===== config.mk =====
export PLATFORM = sky130hd
export DESIGN_NAME = bcd_score_display_flat
export DESIGN_NICKNAME = d
export VERILOG_FILES = /design/src/rtl/bcd_score_display_pkg.sv /design/src/rtl/bcd_score_display_if.sv /design/src/rtl/bcd_score_display_bcd_counter.sv /design/src/rtl/bcd_score_display.sv /design/src/flat_wrapper.sv
export SDC_FILE = /design/constraint.sdc
export NUM_CORES = 1
export LEC_CHECK = 0
export ABC_CLOCK_PERIOD_IN_PS = 5850
export CORE_MARGIN = 5
export CORE_UTILIZATION = 51
export DETAILED_ROUTE_END_ITERATION = 10
export PLACE_DENSITY = 0.75
export SLEW_MARGIN = 20
export SYNTH_ARGS = -nofsm -noshare
export SYNTH_HDL_FRONTEND = slang
export SYNTH_SLANG_ARGS = --single-unit
export TNS_END_PERCENT = 100

===== constraint.sdc =====
create_clock -name clk -period 5.85 [get_ports clk]
set_clock_uncertainty 0.2 [all_clocks]
set_input_delay 1.4625 -clock clk [delete_from_list [all_inputs] [get_ports clk]]
set_output_delay 1.4625 -clock clk [all_outputs]
set_load 0.005 [all_outputs]

===== src/rtl/bcd_score_display_pkg.sv =====
// Shared definitions for the BCD score/display block: active-high 7-segment
// patterns {g,f,e,d,c,b,a}, the digit-count limit and the score operation type.
package bcd_score_display_pkg;

    localparam int MAX_DIGITS = 8;

    localparam logic [6:0] SEG_BLANK = 7'b0000000;
    localparam logic [6:0] SEG_0     = 7'b0111111;
    localparam logic [6:0] SEG_1     = 7'b0000110;
    localparam logic [6:0] SEG_2     = 7'b1011011;
    localparam logic [6:0] SEG_3     = 7'b1001111;
    localparam logic [6:0] SEG_4     = 7'b1100110;
    localparam logic [6:0] SEG_5     = 7'b1101101;
    localparam logic [6:0] SEG_6     = 7'b1111101;
    localparam logic [6:0] SEG_7     = 7'b0000111;
    localparam logic [6:0] SEG_8     = 7'b1111111;
    localparam logic [6:0] SEG_9     = 7'b1101111;

    typedef enum logic [1:0] {
        OP_NONE,
        OP_CLR,
        OP_INC,
        OP_DEC
    } score_op_e;

    // Codes 10..15 never occur in a legal score, so they decode to blank.
    function automatic logic [6:0] seg7Encode(input logic [3:0] bcd);
        logic [6:0] seg;
        case (bcd)
            4'd0:    seg = SEG_0;
            4'd1:    seg = SEG_1;
            4'd2:    seg = SEG_2;
            4'd3:    seg = SEG_3;
            4'd4:    seg = SEG_4;
            4'd5:    seg = SEG_5;
            4'd6:    seg = SEG_6;
            4'd7:    seg = SEG_7;
            4'd8:    seg = SEG_8;
            4'd9:    seg = SEG_9;
            default: seg = SEG_BLANK;
        endcase
        return seg;
    endfunction

endpackage


===== src/rtl/bcd_score_display_if.sv =====
// Score-event and display-pin bundle between the game FSM (master) and the
// score/display block (slave).
interface bcd_score_display_if #(
    parameter int NUM_DIGITS = 4
);
    logic                    ena;
    logic                    invert;
    logic                    clr;
    logic                    inc;
    logic                    dec;
    logic                    hi_clr;
    logic                    show_hi;
    logic [4*NUM_DIGITS-1:0] score_bcd;
    logic [4*NUM_DIGITS-1:0] hi_bcd;
    logic                    ovf;
    logic                    new_hi;
    logic [6:0]              segments;
    logic [NUM_DIGITS-1:0]   digits;

    modport master (
        output ena, invert, clr, inc, dec, hi_clr, show_hi,
        input  score_bcd, hi_bcd, ovf, new_hi, segments, digits
    );

    modport slave (
        input  ena, invert, clr, inc, dec, hi_clr, show_hi,
        output score_bcd, hi_bcd, ovf, new_hi, segments, digits
    );
endinterface


===== src/rtl/bcd_score_display_bcd_counter.sv =====
// N-digit BCD score register with clear, increment (wrap or saturate) and
// decrement (holds at zero); ovf pulses for an increment at all-9s.
module bcd_counter
    import bcd_score_display_pkg::*;
#(
    parameter int NUM_DIGITS = 4,
    parameter bit SATURATE   = 1'b0
) (
    input  logic                    clk,
    input  logic                    rst_n,
    input  logic                    clr_i,
    input  logic                    inc_i,
    input  logic                    dec_i,
    output logic [4*NUM_DIGITS-1:0] score_o,
    output logic                    ovf_o
);
    localparam int W = 4 * NUM_DIGITS;

    score_op_e      op;
    logic [W-1:0]   score_q, score_d, incVal, decVal;
    logic           ovf_q, ovf_d;
    logic           carry, borrow;

    always_comb begin
        op = OP_NONE;
        if (clr_i)                op = OP_CLR;
        else if (inc_i && !dec_i) op = OP_INC;
        else if (dec_i && !inc_i) op = OP_DEC;
    end

    // Carry out of the top digit means all-9s; borrow out means the score was 0.
    always_comb begin
        incVal = score_q;
        decVal = score_q;
        carry  = 1'b1;
        borrow = 1'b1;
        for (int i = 0; i < NUM_DIGITS; i++) begin
            if (carry) begin
                if (score_q[4*i +: 4] == 4'd9) begin
                    incVal[4*i +: 4] = 4'd0;
                end else begin
                    incVal[4*i +: 4] = score_q[4*i +: 4] + 4'd1;
                    carry = 1'b0;
                end
            end
            if (borrow) begin
                if (score_q[4*i +: 4] == 4'd0) begin
                    decVal[4*i +: 4] = 4'd9;
                end else begin
                    decVal[4*i +: 4] = score_q[4*i +: 4] - 4'd1;
                    borrow = 1'b0;
                end
            end
        end
    end

    always_comb begin
        score_d = score_q;
        ovf_d   = 1'b0;
        case (op)
            OP_CLR: score_d = '0;
            OP_INC: begin
                ovf_d = carry;
                if (!(carry && SATURATE)) score_d = incVal;
            end
            OP_DEC: if (!borrow) score_d = decVal;
            default: ;
        endcase
    end

    always_ff @(posedge clk or negedge rst_n) begin
        if (!rst_n) begin
            score_q <= '0;
            ovf_q   <= 1'b0;
        end else begin
            score_q <= score_d;
            ovf_q   <= ovf_d;
        end
    end

    assign score_o = score_q;
    assign ovf_o   = ovf_q;

endmodule


===== src/rtl/bcd_score_display.sv =====
// BCD score keeper with high-score tracking and a multiplexed, registered
// 7-segment driver (refresh prescaler, leading-zero blanking, polarity select).
module bcd_score_display
    import bcd_score_display_pkg::*;
#(
    parameter int NUM_DIGITS    = 4,
    parameter int REFRESH_DIV   = 16,
    parameter bit BLANK_LEADING = 1'b1,
    parameter bit SATURATE      = 1'b0
) (
    input  logic               clk,
    input  logic               rst_n,
    bcd_score_display_if.slave bus
);
    localparam int W  = 4 * NUM_DIGITS;
    localparam int IW = (NUM_DIGITS > 1) ? $clog2(NUM_DIGITS) : 1;
    localparam int PW = (REFRESH_DIV > 1) ? $clog2(REFRESH_DIV) : 1;

    if (NUM_DIGITS < 1 || NUM_DIGITS > MAX_DIGITS || REFRESH_DIV < 1) begin : gBadParams
        $error("bcd_score_display: NUM_DIGITS must be 1..%0d and REFRESH_DIV >= 1", MAX_DIGITS);
    end

    logic [W-1:0]          score, hi_q, hi_d, shown;
    logic                  ovf, new_hi_q, new_hi_d;
    logic [PW-1:0]         presc_q, presc_d;
    logic [IW-1:0]         idx_q, idx_d;
    logic [6:0]            seg_q, seg_d, segRaw;
    logic [NUM_DIGITS-1:0] dig_q, dig_d, digRaw;
    logic [3:0]            digitVal;
    logic                  upperZero, blank;

    bcd_counter #(
        .NUM_DIGITS (NUM_DIGITS),
        .SATURATE   (SATURATE)
    ) u_counter (
        .clk     (clk),
        .rst_n   (rst_n),
        .clr_i   (bus.clr),
        .inc_i   (bus.inc),
        .dec_i   (bus.dec),
        .score_o (score),
        .ovf_o   (ovf)
    );

    // Packed BCD compares correctly as plain unsigned binary.
    always_comb begin
        hi_d     = hi_q;
        new_hi_d = 1'b0;
        if (bus.hi_clr) begin
            hi_d = '0;
        end else if (score > hi_q) begin
            hi_d     = score;
            new_hi_d = 1'b1;
        end
    end

    always_comb begin
        presc_d = presc_q + PW'(1);
        idx_d   = idx_q;
        if (presc_q == PW'(REFRESH_DIV - 1)) begin
            presc_d = '0;
            idx_d   = (idx_q == IW'(NUM_DIGITS - 1)) ? '0 : idx_q + IW'(1);
        end
    end

    // A digit is a leading zero when it and every more significant digit are 0.
    always_comb begin
        shown     = bus.show_hi ? hi_q : score;
        digitVal  = shown[4*idx_q +: 4];
        upperZero = 1'b1;
        for (int i = 0; i < NUM_DIGITS; i++) begin
            if (i >= int'(idx_q) && shown[4*i +: 4] != 4'd0) upperZero = 1'b0;
        end
        blank         = !bus.ena || (BLANK_LEADING && idx_q != '0 && upperZero);
        segRaw        = blank ? SEG_BLANK : seg7Encode(digitVal);
        digRaw        = '0;
        digRaw[idx_q] = 1'b1;
        seg_d         = bus.invert ? ~segRaw : segRaw;
        dig_d         = bus.invert ? ~digRaw : digRaw;
    end

    always_ff @(posedge clk or negedge rst_n) begin
        if (!rst_n) begin
            hi_q     <= '0;
            new_hi_q <= 1'b0;
            presc_q  <= '0;
            idx_q    <= '0;
            seg_q    <= '0;
            dig_q    <= '0;
        end else begin
            hi_q     <= hi_d;
            new_hi_q <= new_hi_d;
            presc_q  <= presc_d;
            idx_q    <= idx_d;
            seg_q    <= seg_d;
            dig_q    <= dig_d;
        end
    end

    assign bus.score_bcd = score;
    assign bus.hi_bcd    = hi_q;
    assign bus.ovf       = ovf;
    assign bus.new_hi    = new_hi_q;
    assign bus.segments  = seg_q;
    assign bus.digits    = dig_q;

endmodule


===== src/flat_wrapper.sv =====
// flat-port wrapper written by rule: the top's interface ports become plain ports
module bcd_score_display_flat import bcd_score_display_pkg::*;
#(
    parameter int NUM_DIGITS    = 4,
    parameter int REFRESH_DIV   = 16,
    parameter bit BLANK_LEADING = 1'b1,
    parameter bit SATURATE      = 1'b0
)
  (clk, rst_n, bus_ena, bus_invert, bus_clr, bus_inc, bus_dec, bus_hi_clr, bus_show_hi, bus_score_bcd, bus_hi_bcd, bus_ovf, bus_new_hi, bus_segments, bus_digits);
  bcd_score_display_if #(.NUM_DIGITS(NUM_DIGITS)) bus_i ();
  input  logic clk;
  input  logic rst_n;
  input wire logic [$bits(bus_i.ena)-1:0] bus_ena;
  input wire logic [$bits(bus_i.invert)-1:0] bus_invert;
  input wire logic [$bits(bus_i.clr)-1:0] bus_clr;
  input wire logic [$bits(bus_i.inc)-1:0] bus_inc;
  input wire logic [$bits(bus_i.dec)-1:0] bus_dec;
  input wire logic [$bits(bus_i.hi_clr)-1:0] bus_hi_clr;
  input wire logic [$bits(bus_i.show_hi)-1:0] bus_show_hi;
  output wire logic [$bits(bus_i.score_bcd)-1:0] bus_score_bcd;
  output wire logic [$bits(bus_i.hi_bcd)-1:0] bus_hi_bcd;
  output wire logic [$bits(bus_i.ovf)-1:0] bus_ovf;
  output wire logic [$bits(bus_i.new_hi)-1:0] bus_new_hi;
  output wire logic [$bits(bus_i.segments)-1:0] bus_segments;
  output wire logic [$bits(bus_i.digits)-1:0] bus_digits;
  assign bus_i.ena = bus_ena;
  assign bus_i.invert = bus_invert;
  assign bus_i.clr = bus_clr;
  assign bus_i.inc = bus_inc;
  assign bus_i.dec = bus_dec;
  assign bus_i.hi_clr = bus_hi_clr;
  assign bus_i.show_hi = bus_show_hi;
  assign bus_score_bcd = bus_i.score_bcd;
  assign bus_hi_bcd = bus_i.hi_bcd;
  assign bus_ovf = bus_i.ovf;
  assign bus_new_hi = bus_i.new_hi;
  assign bus_segments = bus_i.segments;
  assign bus_digits = bus_i.digits;
  bcd_score_display #(.NUM_DIGITS(NUM_DIGITS), .REFRESH_DIV(REFRESH_DIV), .BLANK_LEADING(BLANK_LEADING), .SATURATE(SATURATE)) u_core (.clk(clk), .rst_n(rst_n), .bus(bus_i));
endmodule

==> impl_results.md <==
- Wirelength, routed: around 10000 um
- Status: complete, no violations
- Setup Viol. Count Final: 0
- R2R setup slack: 2400 ps
- Data required, critical path: just under 6000 ps
- Top cells by area, synth: dfrtp_1 31%, ha_1 12%, a21oi_1 4.5%
- Fin crit period: 4270 ps
- Vias: 3792
- Die height: between 90 and 100 um
- Vias in the first global route: 3691
- Post-Place Worst Slack: roughly 1300 ps
- Final Cycle Share: 73.0%
- Skew-Pair Late Insertion Delay: 320 ps
- GRT overflow: 0
- Area delta synth->final: 15.8%
- Slew margin rel.: 45.8%
- Register bit total from synthesis: 51
- Avg Vias per Cell: 6.29
- Largest net degree at the start of global routing: 52
- Initial Util: 52.9%
- Avg Inst Size Synth: 8.81 um^2
- Number of buffers added for setup after CTS: 0
- Synth cell count leaders: 51 x dfrtp_1, 40 x ha_1, 37 x a21oi_1, 36 x inv_1, 34 x nand2_1
- Worst r2r path cells: 7
- Fmax: 234 MHz
- Post-CTS Hold Fix Bufs: 0
- Grt peak-use layer: met2
- Initial antenna violation count: 0
- GRT met2 Usage: 36.4%
- Most frequent cell after synthesis: dfrtp_1
- Cell row count: 32
- Post-synth top area cell: dfrtp_1
- Worst slew pin tran: ~810 ps
- Fraction of registers with async set/reset: 100%
- Post-synthesis cell area: 0.00413 mm^2
- Post-synth EDFFs: 0
- Psw: 0.688 mW
- Hold path depth: 1
- Post-route insts no fill: 603
- Drt pass-1 iters: 5
- Drt wl/cell: roughly 17 um
- Synth Instances: about 470
- Worst setup path class: in2reg
- Die width: 100 um
- Worst path arrival time: about 4300 ps
- CTS clk-pin slew, worst paths: between 100 and 150 ps
- Final Hold Viols: 0
- Power per cell area: 326 mW/mm^2
- First-pass GRT wire length: 17600 um
- Most used DFF post-synth: dfrtp_1
- RD Place Congestion: between 0.8 and 0.9
- Grt met1 use: 27.4%
- Top Ports: 54
- Fin util: 61.3%
- CP Launch Type: primary input
- RSZ-0062 raised after global routing: false
- Final slew viol count: 0
- Synth warnings: 0
- Gr usage total: 21.3%
- CTS tree: done
- Worst hold slack: roughly 300 ps
- Maxcap violations: 0
- Post-Syn Nets: 518
- Clk pwr share: 16.9%
- Grt met3 use: roughly 3.1%
- Area of the die: approximately 0.010 mm^2
- Iteration-0 DRC Markers: 289
- Filler cells: approximately 670
- CTS Buffer Depth: 2
- Count of input and output buffers: 53
- Placed Cells: 595
- Hpwl dp: 7530 um
- Root Buffer: clkbuf_8
- Crit. End Element: register
- Number of remaining DRC errors: 0
- Area share of the leading cell type in the synthesized netlist: 30.9%
- Maximum fanout along the worst path: 17
- CTS HTree Levels: 2
- ANT cells: 0
- Sw frac: 44.1%
- Clock Sink Count: 51
- Gate power share: 50.5%
- Worst vdd ir: around 0.00018 V
- Worst Hold Class: reg2reg
- Synth cell types: 66
- ANT nets after route: 0
- Nets@finish: 549
- Fraction of layout cells with a size suffix above 1: 7.58%
- Seq pwr share: 32.6%
- Share of the yosys chip area belonging to registers: 30.9%
- Leak Pwr: 2.03 nW
- TritonCTS buffer count: 5
- PostCTS Resize Cnt: 0
- Total Neg Setup Slack: 0 ps
- Internal power: slightly below 0.9 mW
- Core Area: between 0.007 and 0.008 mm^2
- Final worst slack: 1580 ps
-- worst max-delay path: stages --
cell and delay (ps):
clkdlybuf4s50_1 890, mux4_2 580, mux2i_1 400, inv_1 130, ha_1 250, mux2_4 280, a21oi_2 150, xor2_1 150
-- power by group through the flow --
| stage | registers, mW | clock network (mW) | logic, mW |
|---|---|---|---|
| global route | 0.519 | 0.282 | 0.874 |
| finish | 0.509 | 0.264 | 0.787 |
| global placement | 0.513 | 0 | 0.752 |
| CTS | 0.506 | 0.265 | 0.779 |
| detailed placement | 0.512 | 0 | 0.779 |
| floorplan | 0.477 | 0 | 0.533 |
-- kinds of logic after synthesis --
| group | Yosys count | synth area share (%) |
|---|---|---|
| mux | 21 | 6.94 |
| compound gates | 128 | 22.0 |
| simple gates | 149 | 18.8 |
| xor+xnor | 12 | 2.54 |
| buf+inv | 68 | 6.79 |
| fa+ha+maj | 40 | 12.1 |
| flops | 51 | 30.9 |
-- path summary, 6_finish.rpt --
kind	from	to
min in group asynchronous	rst_n	u_core.presc_q[1]
min	u_core.presc_q[0]	u_core.presc_q[0]
max in group asynchronous	rst_n	u_core.bus.hi_bcd[9]
min reg2reg	u_core.presc_q[0]	u_core.presc_q[0]
max	bus_show_hi	u_core.bus.segments[0]
max reg2reg	u_core.u_counter.score_o[14]	u_core.bus.hi_bcd[9]
-- metal layers --
metal	part of all wire (%)	routed length, um
met3	6.8	712
met2	49	5150
met4	1.4	152
met1	43	4480
met5	0	0
-- flip-flops by register name, indices dropped and copies added, names as in the netlist --
register                  flops
u_core.u_counter.ovf_o        1
u_core.bus.new_hi             1
u_core.bus.segments           7
u_core.bus.digits             4
u_core.presc_q                4
u_core.u_counter.score_o     16
u_core.bus.hi_bcd            16
u_core.idx_q                  2
-- stage by stage --
| stage | cell area, um^2 | total power, mW |
|---|---|---|
| 6_report | 4780 | 1.56 |
| 3_5_place_dp | 4660 | 1.29 |
| 4_1_cts | 4780 | 1.55 |
| 5_1_grt | 4780 | 1.68 |
| 2_1_floorplan | 4130 | 1.01 |
| 3_3_place_gp | 4660 | 1.26 |
-- cells in the final DEF, fill, tap and decap left out, drive strengths merged, types with 5 or more instances in the layout --
cell type,Yosys,final
nand2,34,34
nand4,5,5
or3,18,18
nor2,29,29
mux2,5,5
nor4,5,5
clkbuf,12,5
xor2,10,10
nand3,25,25
clkdlybuf4s50,0,52
a21oi,38,38
mux2i,12,12
a221o,17,17
o21ai,23,23
dfrtp,51,51
nor3,8,8
ha,40,40
inv,37,38
o31ai,7,7
-- cell type report --
type                            count  area, um^2  share of cell area (%)
Clock inverter                      3        47.5                   0.994
Timing Repair Buffer               55         541                    11.3
Clock buffer                        5        68.8                    1.44
Tap cell                          102         128                    2.67
Sequential cell                    51        1280                    26.7
Inverter                           37         139                    2.90
Multi-Input combinational cell    350        2580                    54.0
Note: power is estimated with default switching activity, not from simulation.
